**config.mk**
```make
export PLATFORM = sky130hd
export DESIGN_NAME = button_debouncer
export DESIGN_NICKNAME = d
export VERILOG_FILES = /design/src/rtl/button_debouncer.sv
export SDC_FILE = /design/constraint.sdc
export NUM_CORES = 1
export LEC_CHECK = 0
export ABC_AREA = 1
export CORE_UTILIZATION = 65
export CTS_BUF_LIST = sky130_fd_sc_hd__clkbuf_4 sky130_fd_sc_hd__clkbuf_8 sky130_fd_sc_hd__clkbuf_16
export CTS_CLUSTER_SIZE = 40
export DETAILED_ROUTE_END_ITERATION = 10
export DONT_BUFFER_PORTS = 1
export HOLD_SLACK_MARGIN = 0.1
export PLACE_DENSITY_LB_ADDON = 0.12
export SYNTH_ARGS = -nofsm -noshare
export SYNTH_HDL_FRONTEND = slang
export SYNTH_SLANG_ARGS = --single-unit
```
**constraint.sdc**
```tcl
create_clock -name clk -period 3.8 [get_ports clk]
set_input_delay 0.95 -clock clk [delete_from_list [all_inputs] [get_ports clk]]
set_output_delay 0.95 -clock clk [all_outputs]
set_load 0.05 [all_outputs]
```
**src/rtl/button_debouncer.sv**
```systemverilog
// button_debouncer
//   Turns one raw, bouncing, asynchronous push-button level into a clean,
//   glitch-free level in the clk domain. The raw input first passes through a
//   two-flop synchronizer. The output changes only after the synchronized level
//   has held its new value for STABLE_CYCLES consecutive clocks.
//
// Ports
//   clk    in   system clock; all state updates on the rising edge
//   reset  in   asynchronous reset, active low (0 = in reset)
//   BTN    in   raw button level, asynchronous to clk, may bounce
//   clean  out  debounced button level, driven straight from a flop
module button_debouncer #(
  parameter int STABLE_CYCLES = 1_000_000,
  parameter int CNT_W         = $clog2(STABLE_CYCLES + 1)
) (
  input  logic clk,
  input  logic reset,
  input  logic BTN,
  output logic clean
);

  typedef enum logic [1:0] {
    S_LOW  = 2'b00,  // clean = 0, input stable low
    S_RISE = 2'b01,  // clean = 0, counting a candidate high
    S_HIGH = 2'b10,  // clean = 1, input stable high
    S_FALL = 2'b11   // clean = 1, counting a candidate low
  } state_t;

  localparam logic [CNT_W-1:0] CNT_ONE  = CNT_W'(1);
  localparam logic [CNT_W-1:0] CNT_LAST = CNT_W'(STABLE_CYCLES - 1);

  logic             sync1_q, sync1_d;
  logic             sync2_q, sync2_d;
  state_t           state_q, state_d;
  logic [CNT_W-1:0] cnt_q,   cnt_d;
  logic             clean_q, clean_d;

  always_comb begin
    sync1_d = BTN;
    sync2_d = sync1_q;
    state_d = state_q;
    cnt_d   = cnt_q;
    clean_d = clean_q;

    // The counter counts only while a candidate level is present; reaching
    // STABLE_CYCLES-1 commits the level, so it can never wrap.
    case (state_q)
      S_LOW: begin
        clean_d = 1'b0;
        if (sync2_q) begin
          state_d = S_RISE;
          cnt_d   = CNT_ONE;
        end else begin
          cnt_d   = '0;
        end
      end
      S_RISE: begin
        clean_d = 1'b0;
        if (!sync2_q) begin
          state_d = S_LOW;
          cnt_d   = '0;
        end else if (cnt_q == CNT_LAST) begin
          state_d = S_HIGH;
          clean_d = 1'b1;
          cnt_d   = '0;
        end else begin
          cnt_d   = cnt_q + CNT_ONE;
        end
      end
      S_HIGH: begin
        clean_d = 1'b1;
        if (!sync2_q) begin
          state_d = S_FALL;
          cnt_d   = CNT_ONE;
        end else begin
          cnt_d   = '0;
        end
      end
      S_FALL: begin
        clean_d = 1'b1;
        if (sync2_q) begin
          state_d = S_HIGH;
          cnt_d   = '0;
        end else if (cnt_q == CNT_LAST) begin
          state_d = S_LOW;
          clean_d = 1'b0;
          cnt_d   = '0;
        end else begin
          cnt_d   = cnt_q + CNT_ONE;
        end
      end
      default: begin
        // Corrupted state register: fall back to a known-quiet state.
        state_d = S_LOW;
        clean_d = 1'b0;
        cnt_d   = '0;
      end
    endcase
  end

  always_ff @(posedge clk or negedge reset) begin
    if (!reset) begin
      sync1_q <= 1'b0;
      sync2_q <= 1'b0;
      state_q <= S_LOW;
      cnt_q   <= '0;
      clean_q <= 1'b0;
    end else begin
      sync1_q <= sync1_d;
      sync2_q <= sync2_d;
      state_q <= state_d;
      cnt_q   <= cnt_d;
      clean_q <= clean_d;
    end
  end

  assign clean = clean_q;

endmodule

```
# After elaboration in Yosys (flattened, before gate mapping)

Index checks and enable logic that the tools add are counted.

Output and inout port bits: 1
Bits of input ports: 3
Register bits: 25
Logic and storage cells: 34

Reduce and logical (&&, ||, !) cells: 2
Eq/ne operators: 8
Muxes and demuxes: 18
$add $sub $neg: 1

Operator list:

| operator                | count |
|---|---|
| $pmux W20 S4            | 1 |
| $mux W20                | 3 |
| $add A20 B1 Y20 const B | 1 |
| $eq A20 B20 Y1 const B  | 1 |
| $mux W2                 | 6 |
| $pmux W2 S4             | 1 |
| $mux W1                 | 6 |
| $ne A3 B3 Y1 const B    | 2 |
| $eq A2 B2 Y1 const B    | 2 |
| $ne A2 B2 Y1 const B    | 2 |
| $pmux W1 S4             | 1 |
| $reduce_and A4 Y1       | 1 |
| $eq A2 B1 Y1 const B    | 1 |
| $logic_not A2 Y1        | 1 |

# Logic depth before layout (Yosys ltp)

Gate-level depths: netlist of the first run.

Depth after elaboration: 4
Gate-level depth with buffers: 9
Gate-level depth less buffers: 9

# Worst setup path before layout of the first run

No wires, ideal clock.

Path kind: register to output
Start point: reg clean_q, in the netlist clean
End point: out clean
Path slack: 2.264 ns
Arrival: 0.586 ns
Stages on the path, launching flop included: 1
Buffers on the path: 0
Data required time: 2.850 ns
Cells stage by stage: dfrtp_1

RTL lines:

| item                     | RTL line | source |
|---|---|---|
| start: declaration       | 36       | `logic clean_q, clean_d;` |
| start signal: assignment | 113      | `clean_q <= clean_d;` |
| end: declaration         | 19       | `output logic clean` |

No word-level cell between the ends.

# Worst setup path after layout of the first run

Start point: reg clean_q, in the netlist clean
End point: out clean

No word-level cell between the ends.

==> impl_metrics.toml, run 1 <==
[cts]
numCtsBuffers = 3
clk_pin_slew_ns = 0.13
clkSinkCount = 25
cts_buffer_depth = 2
cts_resized = 0
cts_tree = "yes"
cts_hold_buffers = 0
cts_setup_buffers = 0
clock_latency_ns = 0.33
cts_max_level = 1
cts_root_buf = "clkbuf_4"

[sta]
period_needed_ns = 1.93
worst_pin_slew_ns = 0.450
slew_viol_final = 0
fmax_mhz = 519
rsz0062_at_grt = "no"
setup-tns-final_ns = 0
fin_crit_sh = 0.507
hold_slack_ns = 0.290
clock-skew-final_ns = 0.00272
hold_viol_final = 0
setup-violations-final = 0
slew-limit-headroom = 0.700

[status]
outcome = "completed"

[synthesis]
ys_ff_latch = 25
syn_avg_cell_area_sq_um = 8.00
syn_inst = 172
syn_area_sq_um = 1380
synth_warnings = 0
syn_nets = 176
seq_area_frac_synth = 0.455
synth_top_area_cell = "dfrtp_1"
synth_top_area_share = 0.455
synth_cell_types = 27
synth_area_leaders = "dfrtp_1 45%, nand2_1 9.8%, nor2_2 7.7%"

[finish]
final_util = 0.715
final_cell_mix = "36 x nand2_1, 25 x dfrtp_1, 24 x inv_1"
layout_commonest_cell = "nand2_1"
drive_above_1_share = 0.171
diodes = 0
nets = 180
syn2layout_area_growth_pct = 3.00

[floorplan]
rows = 16
die-area_sq_um = 2310
initial_core_util = 0.694
die_x_microns = 48.0
ios = 4
die_h_microns = 48.0
coreArea_sq_um = 1980

[critical_path]
worst_ep_arrival_time_ns = 0.98
crit_required_ns = 2.85
startpoint_type = "flip-flop"
cp_max_fo = 1
path_class = "reg -> out"
cp_num_cells = 0
timing.rr.start = "cnt_q[0]$_DFF_PN0_"
startpoint = "clean$_DFF_PN0_"
endpoint_kind = "primary output"
r2r_cells = 8

[pwr]
p_leak_nw = 0.607
ir_drop_v = 0.000286
power_density_nw_per_um2 = 287

[routing]
final_antenna_net_count = 0
drt_iter0_markers = 10
postRouteWirelength_microns = 2430
wl_per_cell_microns = 12.0
viasPerCell = 5.23
first_pass_iters = 4
num_vias = 1056
drc = 0

[global_routing]
grt-ovfl-total = 0
grt_antenna_before_repair = 0
grt_usage = 0.244
grt_max_degree = 26
first_global_vias = 940
grt_pass1_wl_microns = 3880

[placed_design]
dp_hpwl_microns = 1810
io_buffers = 0
place.gp.congestion = 0.809

[hold_path]
hold_class = "in -> async"

[flow_run]
drv_cap = 0
cell usage after synthesis (all sizes together):
master,instances
o21bai,2
and3,1
ha,1
xnor2,2
nand4,2
nand2,39
nand3,10
inv,25
nor3b,2
buf,1
dfrtp,25
xor2,2
a21oi,5
clkinv,1
o21ai,5
and2,1
nor2,35
nor3,13
registers in the layout, indices dropped and copies added (netlist names), named ones only:
register	count
clean	1
sync1_q	1
state_q	1
sync2_q	1
cnt_q	20
layout make-up:
class,instances,area (sq um)
multi-input cells,120,633
clock inverters,1,5.00
clock buffers,3,22.5
well taps,27,33.8
inverters,26,97.6
flip-flops and latches,25,626
fillers,165,564
layer usage:
layer	up-vias	part of all wire	GRT usage
met5	-	0	0
met4	0	0.013	0.0833
met3	4	0.025	0.0453
met2	13	0.46	0.408
met1	494	0.50	0.319
li1	545	-	-
through the flow:
step	worst slack [ns]	cells	total power, mW	cell area, sq um
after CTS	1.86	202	0.409	1420
final	1.87	202	0.406	1420
after detailed placement	2.22	198	0.290	1390
after floorplan	2.26	172	0.289	1380
after global placement	2.26	198	0.289	1390
after global routing	1.85	202	0.417	1420
kinds of logic after synthesis:
family,Yosys count,share of synthesized area
fa+ha+maj,1,0.00909
xor+xnor,4,0.0255
flops,25,0.455
compound gates,12,0.0500
simple gates,103,0.375
buf+inv,27,0.0855
report_power, final:
part	internal, mW	switching [mW]	total (mW)
logic	0.00399	0.00882	0.0128
clock network	0.0396	0.0821	0.122
registers	0.269	0.00248	0.272
total	0.313	0.0934	0.406
worst paths after layout:
path                                             to  slack [ns]
worst max-delay path                          clean        1.87
min in group clk                  sync2_q$_DFF_PN0_        0.38
max in group asynchronous        cnt_q[0]$_DFF_PN0_        3.44
worst min-delay path             cnt_q[6]$_DFF_PN0_        0.29
worst max register to register  cnt_q[19]$_DFF_PN0_        2.20
worst min register to register    sync2_q$_DFF_PN0_        0.38
No activity file was read; power rests on OpenSTA's default activity.
==> inputs of run 2 (changes only) <==
--- a/config.mk
+++ b/config.mk
@@ -6,7 +6,7 @@
 export NUM_CORES = 1
 export LEC_CHECK = 0
 export ABC_AREA = 1
-export CORE_UTILIZATION = 65
+export CORE_UTILIZATION = 55
 export CTS_BUF_LIST = sky130_fd_sc_hd__clkbuf_4 sky130_fd_sc_hd__clkbuf_8 sky130_fd_sc_hd__clkbuf_16
 export CTS_CLUSTER_SIZE = 40
 export DETAILED_ROUTE_END_ITERATION = 10
==> constraint.sdc (replaced) <==
create_clock -name clk -period 1.62 [get_ports clk]
set_input_delay 0.405 -clock clk [delete_from_list [all_inputs] [get_ports clk]]
set_output_delay 0.405 -clock clk [all_outputs]
set_load 0.05 [all_outputs]
==> run 2 against run 1 <==
First-iteration DRC count grew 110%. Flip-flop and latch count is the same. Critical path depth grew 7.
==> impl_metrics.toml, run 2 (same netlist as run 1, synthesis figures left out) <==
[status]
outcome = "completed"

[global_routing]
grt-ovfl-total = 0
first_global_vias = 1054
grt_usage = 0.226
grt_max_degree = 26
grt_antenna_before_repair = 0
grt_pass1_wl_microns = 4450

[sta]
setup-violations-final = 0
slew-limit-headroom = 0.707
slew_viol_final = 0
period_needed_ns = 1.53
setup_ws_ns = 0.0915
worst_pin_slew_ns = 0.440
hold_viol_final = 0
clock-skew-final_ns = 0.0109
fmax_mhz = 654
fin_crit_sh = 0.944

[routing]
postRouteWirelength_microns = 2510
drc = 0
top_layer = "met4"
final_antenna_net_count = 0
viasPerCell = 5.14
drt_iter0_markers = 21
routed-wl-met2_microns = 1140
dr_wl_met3_microns = 74
num_vias = 1069
met1Wirelength_microns = 1260
first_pass_iters = 4
wl_per_cell_microns = 12.1

[cts]
clk_pin_slew_ns = 0.14
cts_setup_buffers = 0
cts_tree = "yes"
cts_max_level = 1
cts_buffer_depth = 2
clock_latency_ns = 0.32
numCtsBuffers = 3
cts_root_buf = "clkbuf_4"
clkSinkCount = 25

[pwr]
p_comb_frac = 0.058
p_leak_nw = 0.636
power.internal_mw = 0.746
power_density_nw_per_um2 = 655
clockPowerShare = 0.289
seq_power_share = 0.653
ir_drop_v = 0.000549
swShare = 0.236
switching_power_mw = 0.231

[finish]
final_util = 0.655
regMostFlops = "cnt_q"
multi_input_area_sq_um = 649
largest_register_ffs = 20
fill_cells = 180
syn2layout_area_growth_pct = 8.27
layout_commonest_cell = "nand2_1"
diodes = 0
ff_latch_area_sq_um = 626
final_cell_mix = "36 x nand2_1, 25 x dfrtp_1, 24 x inv_1"
nets = 185
drive_above_1_share = 0.183

[hold_path]
hold_end = "sync2_q$_DFF_PN0_"
whs_path_depth = 0
min_from = "sync1_q$_DFF_PN0_"
hold_class = "reg -> reg"

[critical_path]
path_class = "reg -> reg"
timing.rr.start = "cnt_q[0]$_DFF_PN0_"
startpoint_type = "flip-flop"
endpoint_kind = "flip-flop"
cp_max_fo = 4
worst_ep_arrival_time_ns = 1.75
r2r_cells = 7
crit_required_ns = 1.84
r2r-end = "cnt_q[12]$_DFF_PN0_"
ff2ff_setup_slack_ns = 0.09

[placed_design]
pre_cts_slack_ns = 0.0798
io_buffers = 0
dp_hpwl_microns = 1830
place.gp.congestion = 0.826

[floorplan]
die-area_sq_um = 2710
die_h_microns = 52.0
initial_core_util = 0.605
coreArea_sq_um = 2280
rows = 17
ios = 4
die_x_microns = 52.0

[flow_run]
drv_cap = 0
## run 2: worst max path at each step
stage	start	end	slack, ns
after floorplan	cnt_q[0]$_DFF_PN0_	cnt_q[8]$_DFF_PN0_	0.27
after global placement	cnt_q[0]$_DFF_PN0_	cnt_q[13]$_DFF_PN0_	0.14
after detailed placement	cnt_q[0]$_DFF_PN0_	cnt_q[13]$_DFF_PN0_	0.08
after CTS	cnt_q[0]$_DFF_PN0_	cnt_q[13]$_DFF_PN0_	0.04
after global routing	cnt_q[0]$_DFF_PN0_	cnt_q[14]$_DFF_PN0_	-0.006
final	cnt_q[0]$_DFF_PN0_	cnt_q[12]$_DFF_PN0_	0.09
## run 2: final cells by class
class,count,area share
Inverter,26,0.0655
Timing Repair Buffer,5,0.0369
Clock buffer,3,0.0151
Sequential cell,25,0.420
Clock inverter,1,0.00336
Tap cell,28,0.0235
Multi-Input combinational cell,120,0.436
## run 2: metal layers
layer  vias up  GRT usage
li1        556          -
met1       490      0.314
met2        17      0.348
met3         6     0.0351
met4         0     0.0946
met5         -          0
## run 2: power by group through the flow
stage	clock [mW]	sequential (mW)	combinational, mW
CTS	0.289	0.638	0.0564
global route	0.319	0.639	0.0659
floorplan	0	0.648	0.0307
detailed placement	0	0.650	0.0343
global placement	0	0.649	0.0331
finish	0.282	0.638	0.0565
## run 2: stage by stage
step	total power, mW	instance area (sq um)	TNS (ns)	std cells	hold WS [ns]
floorplan	0.679	1380	0	172	0.109
global placement	0.682	1410	0	201	0.110
detailed placement	0.684	1410	0	201	0.110
CTS	0.983	1470	0	208	0.378
global route	1.02	1490	-0.00901	208	0.384
finish	0.976	1490	0	208	0.377
## run 2: what timing repair did
action | in CTS | in global routing
resized for setup | 0 | 2
endpoints found under the hold margin | 26 | 0
setup endpoints to repair | 0 | 8
hold buffers | 3 | 0
## run 2: worst max-delay path: stages, from the launching register on
cell and delay [ns]:
dfrtp_1 0.40, ha_1 0.20, nand2_2 0.10, nor2_2 0.21, nand3_1 0.11, nor2_2 0.16
xor2_1 0.19, nor2_2 0.04
